$ cat config.mk
export PLATFORM = sky130hd
export DESIGN_NAME = multicycle_control
export DESIGN_NICKNAME = d
export VERILOG_FILES = /design/src/rtl/mips_ctrl_pkg.sv /design/src/rtl/alu_func_decode.sv /design/src/rtl/multicycle_control.sv
export SDC_FILE = /design/constraint.sdc
export NUM_CORES = 1
export LEC_CHECK = 0
export BUFFER_PORTS_ARGS = -buffer_cell sky130_fd_sc_hd__buf_2
export CORE_ASPECT_RATIO = 1.25
export CORE_MARGIN = 2
export CORE_UTILIZATION = 40
export DETAILED_ROUTE_END_ITERATION = 10
export GPL_TIMING_DRIVEN = 0
export RECOVER_POWER = 100
export SLEW_MARGIN = 5
export SYNTH_ARGS = -nofsm -noshare
export SYNTH_HDL_FRONTEND = slang
export SYNTH_SLANG_ARGS = --single-unit
$ cat constraint.sdc
create_clock -name clock -period 3.4 [get_ports clock]
set_clock_uncertainty 0.05 [all_clocks]
set_input_delay 0.17 -clock clock [delete_from_list [all_inputs] [get_ports clock]]
set_output_delay 0.17 -clock clock [all_outputs]
set_load 0.02 [all_outputs]
$ cat src/rtl/mips_ctrl_pkg.sv
// Shared constants for the multicycle MIPS control unit.
// Holds the state codes, ALU control codes, ALU operand / PC source
// select codes, and the opcode / funct constants decoded by the FSM.
package mips_ctrl_pkg;

    typedef enum logic [3:0] {
        ST_FETCH   = 4'd0,
        ST_DECODE  = 4'd1,
        ST_MEMADDR = 4'd2,
        ST_MEMRD   = 4'd3,
        ST_MEMWB   = 4'd4,
        ST_MEMWR   = 4'd5,
        ST_EXEC    = 4'd6,
        ST_RWB     = 4'd7,
        ST_BRANCH  = 4'd8,
        ST_JUMP    = 4'd9,
        ST_ADDIEX  = 4'd10,
        ST_ADDIWB  = 4'd11,
        ST_ERR     = 4'd15
    } state_e;

    localparam logic [3:0] ALU_AND = 4'b0000;
    localparam logic [3:0] ALU_OR  = 4'b0001;
    localparam logic [3:0] ALU_ADD = 4'b0010;
    localparam logic [3:0] ALU_SUB = 4'b0110;
    localparam logic [3:0] ALU_SLT = 4'b0111;
    localparam logic [3:0] ALU_NOR = 4'b1100;

    localparam logic [1:0] SRCB_RT      = 2'd0;
    localparam logic [1:0] SRCB_FOUR    = 2'd1;
    localparam logic [1:0] SRCB_IMM     = 2'd2;
    localparam logic [1:0] SRCB_IMM_SL2 = 2'd3;

    localparam logic [1:0] PCSRC_ALU    = 2'd0;
    localparam logic [1:0] PCSRC_ALUOUT = 2'd1;
    localparam logic [1:0] PCSRC_JUMP   = 2'd2;

    localparam logic [5:0] OP_RTYPE = 6'h00;
    localparam logic [5:0] OP_J     = 6'h02;
    localparam logic [5:0] OP_BEQ   = 6'h04;
    localparam logic [5:0] OP_BNE   = 6'h05;
    localparam logic [5:0] OP_ADDI  = 6'h08;
    localparam logic [5:0] OP_LW    = 6'h23;
    localparam logic [5:0] OP_SW    = 6'h2B;

    localparam logic [5:0] FN_ADD = 6'h20;
    localparam logic [5:0] FN_SUB = 6'h22;
    localparam logic [5:0] FN_AND = 6'h24;
    localparam logic [5:0] FN_OR  = 6'h25;
    localparam logic [5:0] FN_NOR = 6'h27;
    localparam logic [5:0] FN_SLT = 6'h2A;

endpackage

$ cat src/rtl/alu_func_decode.sv
// R-type funct decoder.
//   func_i     : funct field of the instruction
//   alu_cntl_o : ALU operation for that funct (0 when unsupported)
//   valid_o    : funct is one of the supported R-type operations
module alu_func_decode
    import mips_ctrl_pkg::*;
(
    input  logic [5:0] func_i,
    output logic [3:0] alu_cntl_o,
    output logic       valid_o
);

    always_comb begin
        alu_cntl_o = ALU_AND;
        valid_o    = 1'b1;
        case (func_i)
            FN_ADD:  alu_cntl_o = ALU_ADD;
            FN_SUB:  alu_cntl_o = ALU_SUB;
            FN_AND:  alu_cntl_o = ALU_AND;
            FN_OR:   alu_cntl_o = ALU_OR;
            FN_NOR:  alu_cntl_o = ALU_NOR;
            FN_SLT:  alu_cntl_o = ALU_SLT;
            default: valid_o    = 1'b0;
        endcase
    end

endmodule

$ cat src/rtl/multicycle_control.sv
// Multicycle MIPS control unit (R-type, lw, sw, beq, bne, addi, j).
// Inputs : clock, Reset (sync, active low), Op, Func, Z, mem_ready.
// Outputs: datapath enables/selects (PCEn, IRWrite, IorD, MemRead,
//          MemWrite, RegWrite, RegDst, MemToReg, ALUSrcA, ALUSrcB,
//          ALUCntl, PCSource), Halt on illegal instruction, the current
//          State code and InstCount, the number of retired instructions.
module multicycle_control
    import mips_ctrl_pkg::*;
(
    input  logic        clock,
    input  logic        Reset,
    input  logic [5:0]  Op,
    input  logic [5:0]  Func,
    input  logic        Z,
    input  logic        mem_ready,
    output logic        PCEn,
    output logic        IRWrite,
    output logic        IorD,
    output logic        MemRead,
    output logic        MemWrite,
    output logic        RegWrite,
    output logic        RegDst,
    output logic        MemToReg,
    output logic        ALUSrcA,
    output logic [1:0]  ALUSrcB,
    output logic [3:0]  ALUCntl,
    output logic [1:0]  PCSource,
    output logic        Halt,
    output logic [3:0]  State,
    output logic [31:0] InstCount
);

    state_e      state_q, state_d;
    logic [31:0] inst_count_q, inst_count_d;
    logic [3:0]  func_cntl;
    logic        func_valid;

    alu_func_decode u_func_dec (
        .func_i     (Func),
        .alu_cntl_o (func_cntl),
        .valid_o    (func_valid)
    );

    always_ff @(posedge clock) begin
        if (!Reset) begin
            state_q      <= ST_FETCH;
            inst_count_q <= '0;
        end else begin
            state_q      <= state_d;
            inst_count_q <= inst_count_d;
        end
    end

    always_comb begin
        state_d  = state_q;
        PCEn     = 1'b0;
        IRWrite  = 1'b0;
        IorD     = 1'b0;
        MemRead  = 1'b0;
        MemWrite = 1'b0;
        RegWrite = 1'b0;
        RegDst   = 1'b0;
        MemToReg = 1'b0;
        ALUSrcA  = 1'b0;
        ALUSrcB  = SRCB_RT;
        ALUCntl  = ALU_AND;
        PCSource = PCSRC_ALU;
        Halt     = 1'b0;

        case (state_q)
            ST_FETCH: begin
                MemRead = 1'b1;
                ALUSrcB = SRCB_FOUR;
                ALUCntl = ALU_ADD;
                if (mem_ready) begin
                    IRWrite = 1'b1;
                    PCEn    = 1'b1;
                    state_d = ST_DECODE;
                end
            end
            ST_DECODE: begin
                // Branch target is computed here so BRANCH can use ALUOut.
                ALUSrcB = SRCB_IMM_SL2;
                ALUCntl = ALU_ADD;
                case (Op)
                    OP_RTYPE:      state_d = ST_EXEC;
                    OP_LW, OP_SW:  state_d = ST_MEMADDR;
                    OP_BEQ, OP_BNE: state_d = ST_BRANCH;
                    OP_ADDI:       state_d = ST_ADDIEX;
                    OP_J:          state_d = ST_JUMP;
                    default:       state_d = ST_ERR;
                endcase
            end
            ST_MEMADDR: begin
                ALUSrcA = 1'b1;
                ALUSrcB = SRCB_IMM;
                ALUCntl = ALU_ADD;
                state_d = (Op == OP_LW) ? ST_MEMRD : ST_MEMWR;
            end
            ST_MEMRD: begin
                IorD    = 1'b1;
                MemRead = 1'b1;
                if (mem_ready) state_d = ST_MEMWB;
            end
            ST_MEMWB: begin
                MemToReg = 1'b1;
                RegWrite = 1'b1;
                state_d  = ST_FETCH;
            end
            ST_MEMWR: begin
                IorD     = 1'b1;
                MemWrite = 1'b1;
                if (mem_ready) state_d = ST_FETCH;
            end
            ST_EXEC: begin
                ALUSrcA = 1'b1;
                ALUCntl = func_cntl;
                state_d = func_valid ? ST_RWB : ST_ERR;
            end
            ST_RWB: begin
                RegDst   = 1'b1;
                RegWrite = 1'b1;
                state_d  = ST_FETCH;
            end
            ST_BRANCH: begin
                ALUSrcA  = 1'b1;
                ALUCntl  = ALU_SUB;
                PCSource = PCSRC_ALUOUT;
                PCEn     = (Op == OP_BNE) ? ~Z : Z;
                state_d  = ST_FETCH;
            end
            ST_JUMP: begin
                PCSource = PCSRC_JUMP;
                PCEn     = 1'b1;
                state_d  = ST_FETCH;
            end
            ST_ADDIEX: begin
                ALUSrcA = 1'b1;
                ALUSrcB = SRCB_IMM;
                ALUCntl = ALU_ADD;
                state_d = ST_ADDIWB;
            end
            ST_ADDIWB: begin
                RegWrite = 1'b1;
                state_d  = ST_FETCH;
            end
            ST_ERR: begin
                Halt    = 1'b1;
                state_d = ST_ERR;
            end
            default: state_d = ST_ERR;  // unused codes 12-14
        endcase

        // Strobes are held off combinationally so nothing fires in the
        // cycles before the synchronous reset has taken the FSM to FETCH.
        if (!Reset) begin
            PCEn     = 1'b0;
            IRWrite  = 1'b0;
            MemRead  = 1'b0;
            MemWrite = 1'b0;
            RegWrite = 1'b0;
        end
    end

    // Every path back into FETCH from another state is an instruction
    // completing; FETCH->FETCH is a fetch wait and ERR never leaves.
    always_comb begin
        inst_count_d = inst_count_q;
        if (state_d == ST_FETCH && state_q != ST_FETCH && state_q != ST_ERR)
            inst_count_d = inst_count_q + 32'd1;
    end

    assign State     = state_q;
    assign InstCount = inst_count_q;

endmodule

==> results of run 1 <==
-- kinds of logic (layout without fill, tap and decap cells) --
kind of cell    Yosys count  in the layout  synth area share (%)
compound gates           86             86                 22.91
xor+xnor                  2              2                0.7240
fa+ha+maj                 1              1                0.5170
buf+inv                  32            108                 5.945
flops                    36             36                 29.78
mux                       5              5                 2.172
simple gates            155            155                 37.95
-- power by group through the flow --
stage	clock [mW]	sequential (mW)	combinational, mW
3_5_place_dp	0	0.484	1.03
2_1_floorplan	0	0.511	0.688
6_report	0.298	0.477	1.01
5_1_grt	0.326	0.481	1.10
4_1_cts	0.304	0.475	1.03
3_3_place_gp	0	0.485	1.03
-- through the flow --
stage	util [%]	setup slack (ns)
5_1_grt	49.16	0.09291
2_1_floorplan	-	0.8584
3_5_place_dp	48.95	0.5160
4_1_cts	50.28	0.4926
3_3_place_gp	48.95	0.5320
6_report	49.16	0.3575
-- layout make-up --
| type | instances | area [sq um] | share of cell area [%] |
|---|---|---|---|
| multi-input cells | 249 | 1555 | 54.37 |
| flip-flops and latches | 36 | 720.7 | 25.20 |
| repair buffers | 69 | 280.3 | 9.799 |
| plain buffers | 26 | 121.4 | 4.243 |
| well taps | 66 | 82.58 | 2.887 |
| clock buffers | 6 | 72.57 | 2.537 |
| inverters | 6 | 22.52 | 0.7874 |
| clock inverters | 1 | 5.005 | 0.1750 |
-- registers in the layout (all words and copies together), names as in the netlist --
| signal | flops |
|---|---|
| InstCount | 32 |
| State | 4 |
-- path summary, 6_finish.rpt --
| kind | from | to |
|---|---|---|
| hold reg to reg | InstCount[31] | InstCount[31] |
| setup / recovery | State[1] | InstCount[21] |
| hold / removal | Reset | InstCount[25] |
| setup reg to reg | State[1] | InstCount[21] |
-- worst reg2reg max path, delay by kind of cell, from the launching register on --
kind	cells	cell delay (ns)
flip-flops	1	0.36
AO/OA/AOI/OAI	4	0.73
buffers and inverters	4	1.03
AND/OR/NAND/NOR	2	0.75
-- routing by layer --
layer  track usage, %  vias up  part of all wire, %
met5                0        -                    0
met1            27.27     1342                   43
met4            7.879        0                  1.4
met2            38.24       98                   50
li1                 -     1388                    -
met3            4.218       11                  5.7
-- Yosys cell counts, drive strengths merged (4+ instances only) --
cell	n	area, sq um
o31ai	25	187.7
nand3	13	65.06
nand2	23	86.33
o21ai	10	50.04
nand4	12	75.07
and2	5	31.28
buf	11	65.06
and3	10	62.56
or3	4	30.03
or4	26	195.2
and4	6	52.55
nand2b	9	56.30
a21oi	31	155.2
clkbuf	15	56.30
nor2b	4	25.02
nor4b	4	35.03
nor2	17	63.81
inv	5	18.76
nor3	8	45.04
nor4	8	50.05
dfxtp	36	720.7
-- cell usage in the layout (no fill, tap or decap), types with 4 or more instances in the layout --
cell,Yosys,layout
sky130_fd_sc_hd__a21oi_1,31,31
sky130_fd_sc_hd__and2_1,5,4
sky130_fd_sc_hd__and3_1,10,10
sky130_fd_sc_hd__and4_1,6,6
sky130_fd_sc_hd__buf_2,7,23
sky130_fd_sc_hd__clkbuf_1,15,70
sky130_fd_sc_hd__clkbuf_8,0,5
sky130_fd_sc_hd__dfxtp_1,36,36
sky130_fd_sc_hd__inv_1,4,5
sky130_fd_sc_hd__nand2_1,23,23
sky130_fd_sc_hd__nand2b_1,9,9
sky130_fd_sc_hd__nand3_1,13,13
sky130_fd_sc_hd__nand4_1,12,12
sky130_fd_sc_hd__nor2_1,17,17
sky130_fd_sc_hd__nor2b_1,4,4
sky130_fd_sc_hd__nor3_1,7,7
sky130_fd_sc_hd__nor4_1,8,8
sky130_fd_sc_hd__nor4b_1,4,4
sky130_fd_sc_hd__o21ai_0,5,8
sky130_fd_sc_hd__o31ai_1,25,25
sky130_fd_sc_hd__or4_1,26,26
==> flow_summary.json, run 1 <==
{
  "synthArstFlopShare_pct": 0,
  "critPathRequiredTime_ns": 3.51,
  "ys_ff_latch": 36,
  "floorplan_row_count": 31,
  "reg2reg_slack_ns": 0.36,
  "period_minus_slack_ns": 3.042,
  "cpLargestDelayFamily": "buffers and inverters",
  "cts-buffers-inserted": 5,
  "placer_congestion_estimate": 0.9196,
  "ir_worst_vdd_uv": 400.7,
  "clock_latency_ns": 0.29,
  "post_cts_resize_count": 0,
  "status": "completed",
  "drtIter0Drc": 184,
  "grt_max_degree": 11,
  "grt_residual_overflow": 0,
  "synth-edff-count": 0,
  "start_util_pct": 41.59,
  "crit_arrival_ns": 3.15,
  "seqPwrFrac_pct": 26.7,
  "yosys_warning_total": 0,
  "dieWidth_microns": 73.57,
  "grtUsageTotal_pct": 22.38,
  "grt_first_pass_wirelength_microns": 12230,
  "min_path_type": "in -> reg",
  "post_cts_hold_buffer_count": 0,
  "leakagePower_nw": 0.8891,
  "synthCells": 317,
  "slowest_stage": "sky130_fd_sc_hd__or4_1",
  "detailedRoute.firstPassIterationCount": 4,
  "nets": 410,
  "post-dp-hpwl_microns": 5396,
  "slew_headroom_pct": 56.91,
  "clock_power_share_pct": 16.6,
  "mean_cell_area_of_the_mapped_netlist_sq_um": 7.634,
  "post_synth_instance_area_sq_um": 2420,
  "path_clk_slew_ns": 0.07,
  "cts_buffer_depth": 2,
  "core_area_sq_um": 5818,
  "worst-slew-pin-transition_ns": 0.6382,
  "cellPowerDensity_nw_per_um2": 624.9,
  "worstSetupPathType": "reg -> reg",
  "layout-area-overhead-vs-synth_pct": 18.20,
  "reg2regPathDepth": 10,
  "floorplan.die_area_sq_um": 6691,
  "synth_flop_cell": "sky130_fd_sc_hd__dfxtp_1",
  "syn-num-nets": 334,
  "ios": 70,
  "grt_setup_unrepaired": "false",
  "critical-path-max-stage-delay_ns": 0.57,
  "hold_path_depth": 3,
  "max_clk_rate_mhz": 328.7,
  "cts_max_level": 2,
  "finalNonFillerCells": 459,
  "totalPowerFinal_mw": 1.787,
  "max_cap_viol_count": 0,
  "cpMostUsedCell": "sky130_fd_sc_hd__clkbuf_1",
  "initial_antenna_violation_count": 0,
  "drt_drc_violations_left": 0,
  "dr_total_vias": 2839,
  "wl_per_cell_microns": 16.19,
  "dpl-instance-area_sq_um": 2848,
  "final_area_sq_um": 2860,
  "power_switching_mw": 0.9236,
  "timing.setup.tns_ns": 0,
  "chain_of_cells_forming_the_critical_path": "clkbuf_1 > nor4b_1 > o211ai_2 > o311ai_0 > or4_1 > buf_2 > clkbuf_2 > clkbuf_1 > o31ai_1 > a21oi_1",
  "drt-vias-per-instance": 6.185,
  "critical_path_buf_inv_count": 4,
  "drt.antenna.violating_nets": 0,
  "cp_num_cells": 10,
  "cts_num_sinks": 36,
  "routed_wl_microns": 7431,
  "dp.cells": 452,
  "cellInternalPower_mw": 0.8638,
  "cts_setup_buffers": 0,
  "fillerInstances": 628,
  "power_switching_share_pct": 51.67,
  "timing.final.crit_share_pct": 89.48,
  "hold_viol_final": 0,
  "fin_hold_ws_ns": 0.1090,
  "synth_seq_area_share_pct": 29.78,
  "clock_tree.root_cell": "sky130_fd_sc_hd__clkbuf_8",
  "cp-end-kind": "register",
  "fraction_of_layout_cells_with_a_size_suffix_above_1_pct": 9.160,
  "cts_tree": "built",
  "startpoint_type": "register",
  "cp_max_fo": 10,
  "die_height_microns": 90.96,
  "report.final.setup_viol": 0,
  "netlist-cell-type-count": 53,
  "comb_power_share_pct": 56.7,
  "timing.final.max_slew_violations": 0,
  "num_antenna_cells": 0,
  "via_count_of_the_first_global_routing_pass": 2588,
  "placement.io_buffers": 69
}
No activity file was read; power rests on OpenSTA's default activity.
==> inputs of run 2 (changes only) <==
Settings changed: CORE_UTILIZATION 40 to 46, PLACE_DENSITY set to 0.72.
==> run 2 against run 1 <==
  * Final cell count shrank 0.65%
  * Setup slack better by 0.026 ns
  * Sequential cell count unchanged
  * Via count shrank 1.4%
  * Clock power increased by 9.4%
  * Total power is essentially flat
  * Non-clock buffer count is the same
  * Count of clock-buffer cells in the layout unchanged
  * Combinational power hardly changed
  * Critical path type unchanged
  * Critical endpoint is now InstCount[27]
==> flow_summary.json, run 2 (synthesized netlist as in run 1, its figures left out) <==
{
  "status": "completed",
  "worst-slew-pin-transition_ns": 0.6227,
  "cellInternalPower_mw": 0.8848,
  "fraction_of_layout_cells_with_a_size_suffix_above_1_pct": 9.137,
  "finalNonFillerCells": 456,
  "dr_total_vias": 2798,
  "timing.final.max_slew_violations": 0,
  "cts_max_level": 2,
  "die_height_microns": 85.09,
  "cts_setup_buffers": 0,
  "grt_setup_unrepaired": "false",
  "post_cts_resize_count": 0,
  "cts_buffer_depth": 2,
  "critPathRequiredTime_ns": 3.52,
  "layout-area-overhead-vs-synth_pct": 18.51,
  "drtIter0Drc": 183,
  "most_common_cell_after_layout_fill_and_taps_aside": "sky130_fd_sc_hd__clkbuf_1",
  "nets": 410,
  "fillerInstances": 508,
  "drt-vias-per-instance": 6.136,
  "final_cell_mix": "sky130_fd_sc_hd__clkbuf_1, sky130_fd_sc_hd__dfxtp_1, sky130_fd_sc_hd__a21oi_1, sky130_fd_sc_hd__or4_1, sky130_fd_sc_hd__o31ai_1",
  "grt_max_degree": 12,
  "worstSetupPathType": "reg -> reg",
  "max_clk_rate_mhz": 331.5,
  "placement.io_buffers": 69,
  "post_cts_hold_buffer_count": 0,
  "num_antenna_cells": 0,
  "startpoint_type": "register",
  "timing.final.crit_share_pct": 88.73,
  "period_minus_slack_ns": 3.017,
  "cpLargestDelayFamily": "buffers and inverters",
  "cts_num_sinks": 36,
  "clock_latency_ns": 0.30,
  "leakagePower_nw": 0.8922,
  "multi_input_comb_area_sq_um": 1555,
  "largest_register_ffs": 32,
  "dp.cells": 448,
  "post-dp-hpwl_microns": 4987,
  "critical_path_buf_inv_count": 4,
  "cp_max_fo": 10,
  "cp-end-kind": "register",
  "drt_drc_violations_left": 0,
  "placer_congestion_estimate": 0.9746,
  "comb_power_share_pct": 55.0,
  "grt_first_pass_wirelength_microns": 10900,
  "cellPowerDensity_nw_per_um2": 623.7,
  "power_switching_mw": 0.9039,
  "seqPwrFrac_pct": 26.8,
  "cts_tree": "built",
  "detailedRoute.firstPassIterationCount": 5,
  "cts-buffers-inserted": 5,
  "initial_antenna_violation_count": 0,
  "dieWidth_microns": 68.87,
  "min_path_type": "in -> reg",
  "slew_headroom_pct": 58.26,
  "clock_tree.root_cell": "sky130_fd_sc_hd__clkbuf_8",
  "drt.antenna.violating_nets": 0,
  "max_cap_viol_count": 0,
  "register_area_sq_um": 720.7,
  "report.final.setup_viol": 0,
  "routed_wl_microns": 6762,
  "power_switching_share_pct": 50.54,
  "via_count_of_the_first_global_routing_pass": 2488,
  "hold_viol_final": 0,
  "path_clk_slew_ns": 0.07,
  "slowest_stage": "sky130_fd_sc_hd__clkbuf_1",
  "utilization_pct": 56.45,
  "timing.setup.tns_ns": 0,
  "start_util_pct": 47.64,
  "floorplan.die_area_sq_um": 5860,
  "critical-path-max-stage-delay_ns": 0.40,
  "crit_arrival_ns": 3.14,
  "clock_power_share_pct": 18.2,
  "grtUsageTotal_pct": 23.70,
  "chain_of_cells_forming_the_critical_path": "clkbuf_1 > clkbuf_1 > nor2_1 > and2_1 > a21boi_0 > nand4_1 > buf_2 > clkbuf_1 > o311ai_1 > o41ai_1",
  "grt_residual_overflow": 0,
  "ios": 70,
  "ir_worst_vdd_uv": 535.0,
  "cpMostUsedCell": "sky130_fd_sc_hd__clkbuf_1",
  "wl_per_cell_microns": 14.83,
  "core_area_sq_um": 5080,
  "floorplan_row_count": 29
}
## run 2: worst paths after layout
kind                    to  slack (ns)          from  depth (start not counted)
max          InstCount[27]        0.38      State[3]                         10
min          InstCount[25]         0.1         Reset                          3
max reg2reg  InstCount[27]        0.38      State[3]                         10
min reg2reg   InstCount[6]        0.43  InstCount[6]                          2
## run 2: routing by layer
metal,track usage (%),wire length [microns],vias up,share of wire [%]
met5,0,0,-,0
met4,11.94,136,0,2.0
met3,4.111,387,11,5.7
met2,40.12,3369,97,50
met1,27.83,2869,1306,42
li1,-,-,1384,-
## run 2: worst reg2reg max path, stage by stage (launching register included)
cell and delay [ns]:
sky130_fd_sc_hd__dfxtp_1 0.35, sky130_fd_sc_hd__clkbuf_1 0.28, sky130_fd_sc_hd__clkbuf_1 0.40, sky130_fd_sc_hd__nor2_1 0.17, sky130_fd_sc_hd__and2_1 0.18, sky130_fd_sc_hd__a21boi_0 0.22
sky130_fd_sc_hd__nand4_1 0.28, sky130_fd_sc_hd__buf_2 0.28, sky130_fd_sc_hd__clkbuf_1 0.24, sky130_fd_sc_hd__o311ai_1 0.33, sky130_fd_sc_hd__o41ai_1 0.11
## run 2: layout make-up
class | instances | area share [%]
plain buffers | 26 | 4.145
inverters | 6 | 0.7853
clock buffers | 6 | 2.880
flip-flops and latches | 36 | 25.13
repair buffers | 69 | 9.773
well taps | 62 | 2.705
multi-input cells | 249 | 54.23
clock inverters | 2 | 0.3490
## run 2: power groups by stage
stage,clock network (mW),logic [mW],registers (mW)
2_1_floorplan,0,0.688,0.511
3_3_place_gp,0,1.01,0.486
3_5_place_dp,0,0.999,0.483
4_1_cts,0.330,1.00,0.476
5_1_grt,0.346,1.07,0.484
6_report,0.326,0.984,0.479
## run 2: through the flow
stage / setup WS, ns / hold slack [ns] / power (mW) / instance area [sq um]
finish: 0.3833 / 0.09687 / 1.789 / 2868
global route: 0.1056 / 0.1055 / 1.903 / 2868
CTS: 0.5810 / 0.09949 / 1.807 / 2935
detailed placement: 0.6069 / 0.4138 / 1.482 / 2843
global placement: 0.5857 / 0.4090 / 1.491 / 2843
floorplan: 0.8584 / 0.2699 / 1.200 / 2420
==> inputs of run 3 (changes only) <==
Settings changed: GPL_TIMING_DRIVEN 0 to not set, MAX_ROUTING_LAYER set to met4.
==> run 3 against run 2 <==
  * Combinational power fell by 22%
  * Critical path depth fell by 3
  * Non-clock buffer count fell by 22
  * Critical path type unchanged
  * Highest routed layer unchanged
==> flow_summary.json, run 3 (synthesized netlist as in run 1, its figures left out) <==
{
  "timing.final.crit_share_pct": 88.33,
  "ir_worst_vdd_uv": 447.5,
  "drtIter0Drc": 227,
  "grtUsageTotal_pct": 22.93,
  "grt_setup_unrepaired": "false",
  "hold_viol_final": 0,
  "most_common_cell_after_layout_fill_and_taps_aside": "sky130_fd_sc_hd__clkbuf_1",
  "worst-slew-pin-transition_ns": 0.7296,
  "largest_register_ffs": 32,
  "path_clk_slew_ns": 0.07,
  "timing.setup.tns_ns": 0,
  "dp.cells": 426,
  "cellPowerDensity_nw_per_um2": 583.6,
  "die_height_microns": 85.09,
  "cts_buffer_depth": 2,
  "status": "completed",
  "cts-buffers-inserted": 5,
  "cts_max_level": 2,
  "layout-area-overhead-vs-synth_pct": 14.17,
  "critical-path-max-stage-delay_ns": 0.72,
  "clock_tree.root_cell": "sky130_fd_sc_hd__clkbuf_8",
  "report.final.setup_viol": 0,
  "preCtsSetupSlack_ns": 0.5667,
  "max_cap_viol_count": 0,
  "dieWidth_microns": 68.87,
  "clock_latency_ns": 0.29,
  "cts_tree": "built",
  "cts_setup_buffers": 0,
  "placer_congestion_estimate": 0.9961,
  "critPathRequiredTime_ns": 3.56,
  "placement.io_buffers": 69,
  "leakagePower_nw": 0.8423,
  "startpoint_type": "register",
  "grt_first_pass_wirelength_microns": 10430,
  "drt.antenna.violating_nets": 0,
  "slew_headroom_pct": 51.29,
  "via_count_of_the_first_global_routing_pass": 2302,
  "core_area_sq_um": 5080,
  "finalNonFillerCells": 433,
  "timing.final.max_slew_violations": 0,
  "post-dp-hpwl_microns": 4291,
  "crit_arrival_ns": 3.17,
  "period_minus_slack_ns": 3.003,
  "drt-vias-per-instance": 6.206,
  "worstSetupPathType": "reg -> reg",
  "start_util_pct": 47.64,
  "setup_slack_ns": 0.3969,
  "wl_per_cell_microns": 14.45,
  "floorplan.die_area_sq_um": 5860,
  "nets": 388,
  "final_cell_mix": "sky130_fd_sc_hd__clkbuf_1, sky130_fd_sc_hd__dfxtp_1, sky130_fd_sc_hd__a21oi_1, sky130_fd_sc_hd__or4_1, sky130_fd_sc_hd__o31ai_1",
  "dpl-instance-area_sq_um": 2764,
  "initial_antenna_violation_count": 0,
  "grt_max_degree": 62,
  "drt_drc_violations_left": 0,
  "post_cts_hold_buffer_count": 0,
  "ios": 70,
  "detailedRoute.firstPassIterationCount": 4,
  "cp_max_fo": 61,
  "final_area_sq_um": 2763,
  "chain_of_cells_forming_the_critical_path": "nor2b_1 > o21ai_0 > o311ai_0 > or4_1 > buf_4 > or4_1 > a21oi_1",
  "routed_wl_microns": 6258,
  "utilization_pct": 54.38,
  "post_cts_resize_count": 0,
  "max_clk_rate_mhz": 333.0,
  "cpMostUsedCell": "sky130_fd_sc_hd__or4_1",
  "slowest_stage": "sky130_fd_sc_hd__dfxtp_1",
  "cp-end-kind": "register",
  "dr_total_vias": 2687,
  "num_antenna_cells": 0,
  "grt_residual_overflow": 0,
  "floorplan_row_count": 29,
  "fraction_of_layout_cells_with_a_size_suffix_above_1_pct": 8.356,
  "cts_num_sinks": 36,
  "min_path_type": "in -> reg"
}
run 3: cell count changes in the layout (fill, tap and decap cells not counted), sizes merged:
cell    previous run  this run
clkbuf            75        60
buf               26        19
clkinv             3         2
run 3: area by class of cell:
type	count	area, sq um
Clock inverter	1	5.005
Fill cell	522	2317
Multi-Input combinational cell	249	1555
Clock buffer	6	72.57
Timing Repair Buffer	73	309.0
Inverter	6	22.52
Tap cell	62	77.57
Sequential cell	36	720.7
run 3: power by group:
group / switching [mW] / total [mW] / internal (mW)
logic: 0.561 / 0.770 / 0.209
clock network: 0.147 / 0.287 / 0.139
registers: 0.107 / 0.556 / 0.449
total: 0.815 / 1.61 / 0.797
run 3: final timing paths:
path                 start             to  slack [ns]  cells after the start
min reg2reg  InstCount[31]  InstCount[31]        0.43                      2
max reg2reg       State[0]   InstCount[3]        0.40                      7
min                  Reset  InstCount[25]        0.20                      3
max               State[0]   InstCount[3]        0.40                      7
run 3: metal layers:
layer  up-vias  global-route usage (%)  share of wire, %
li1       1336                       -                 -
met2        96                   37.85                50
met4         0                   7.487               1.7
met5         -                       -                 0
met3         9                   2.785               5.4
met1      1246                   28.49                43
run 3: worst max-delay path: cells and delay by family, from the launching register on:
kind	cells	cell delay [ns]
simple gates	3	1.31
flops	1	0.72
compound gates	3	0.53
buf+inv	1	0.30
run 3: through the flow:
step / total power [mW] / hold slack (ns)
floorplan: 1.200 / 0.2699
global placement: 1.370 / 0.4119
detailed placement: 1.378 / 0.4221
CTS: 1.665 / 0.1962
global route: 1.736 / 0.2328
finish: 1.612 / 0.1975
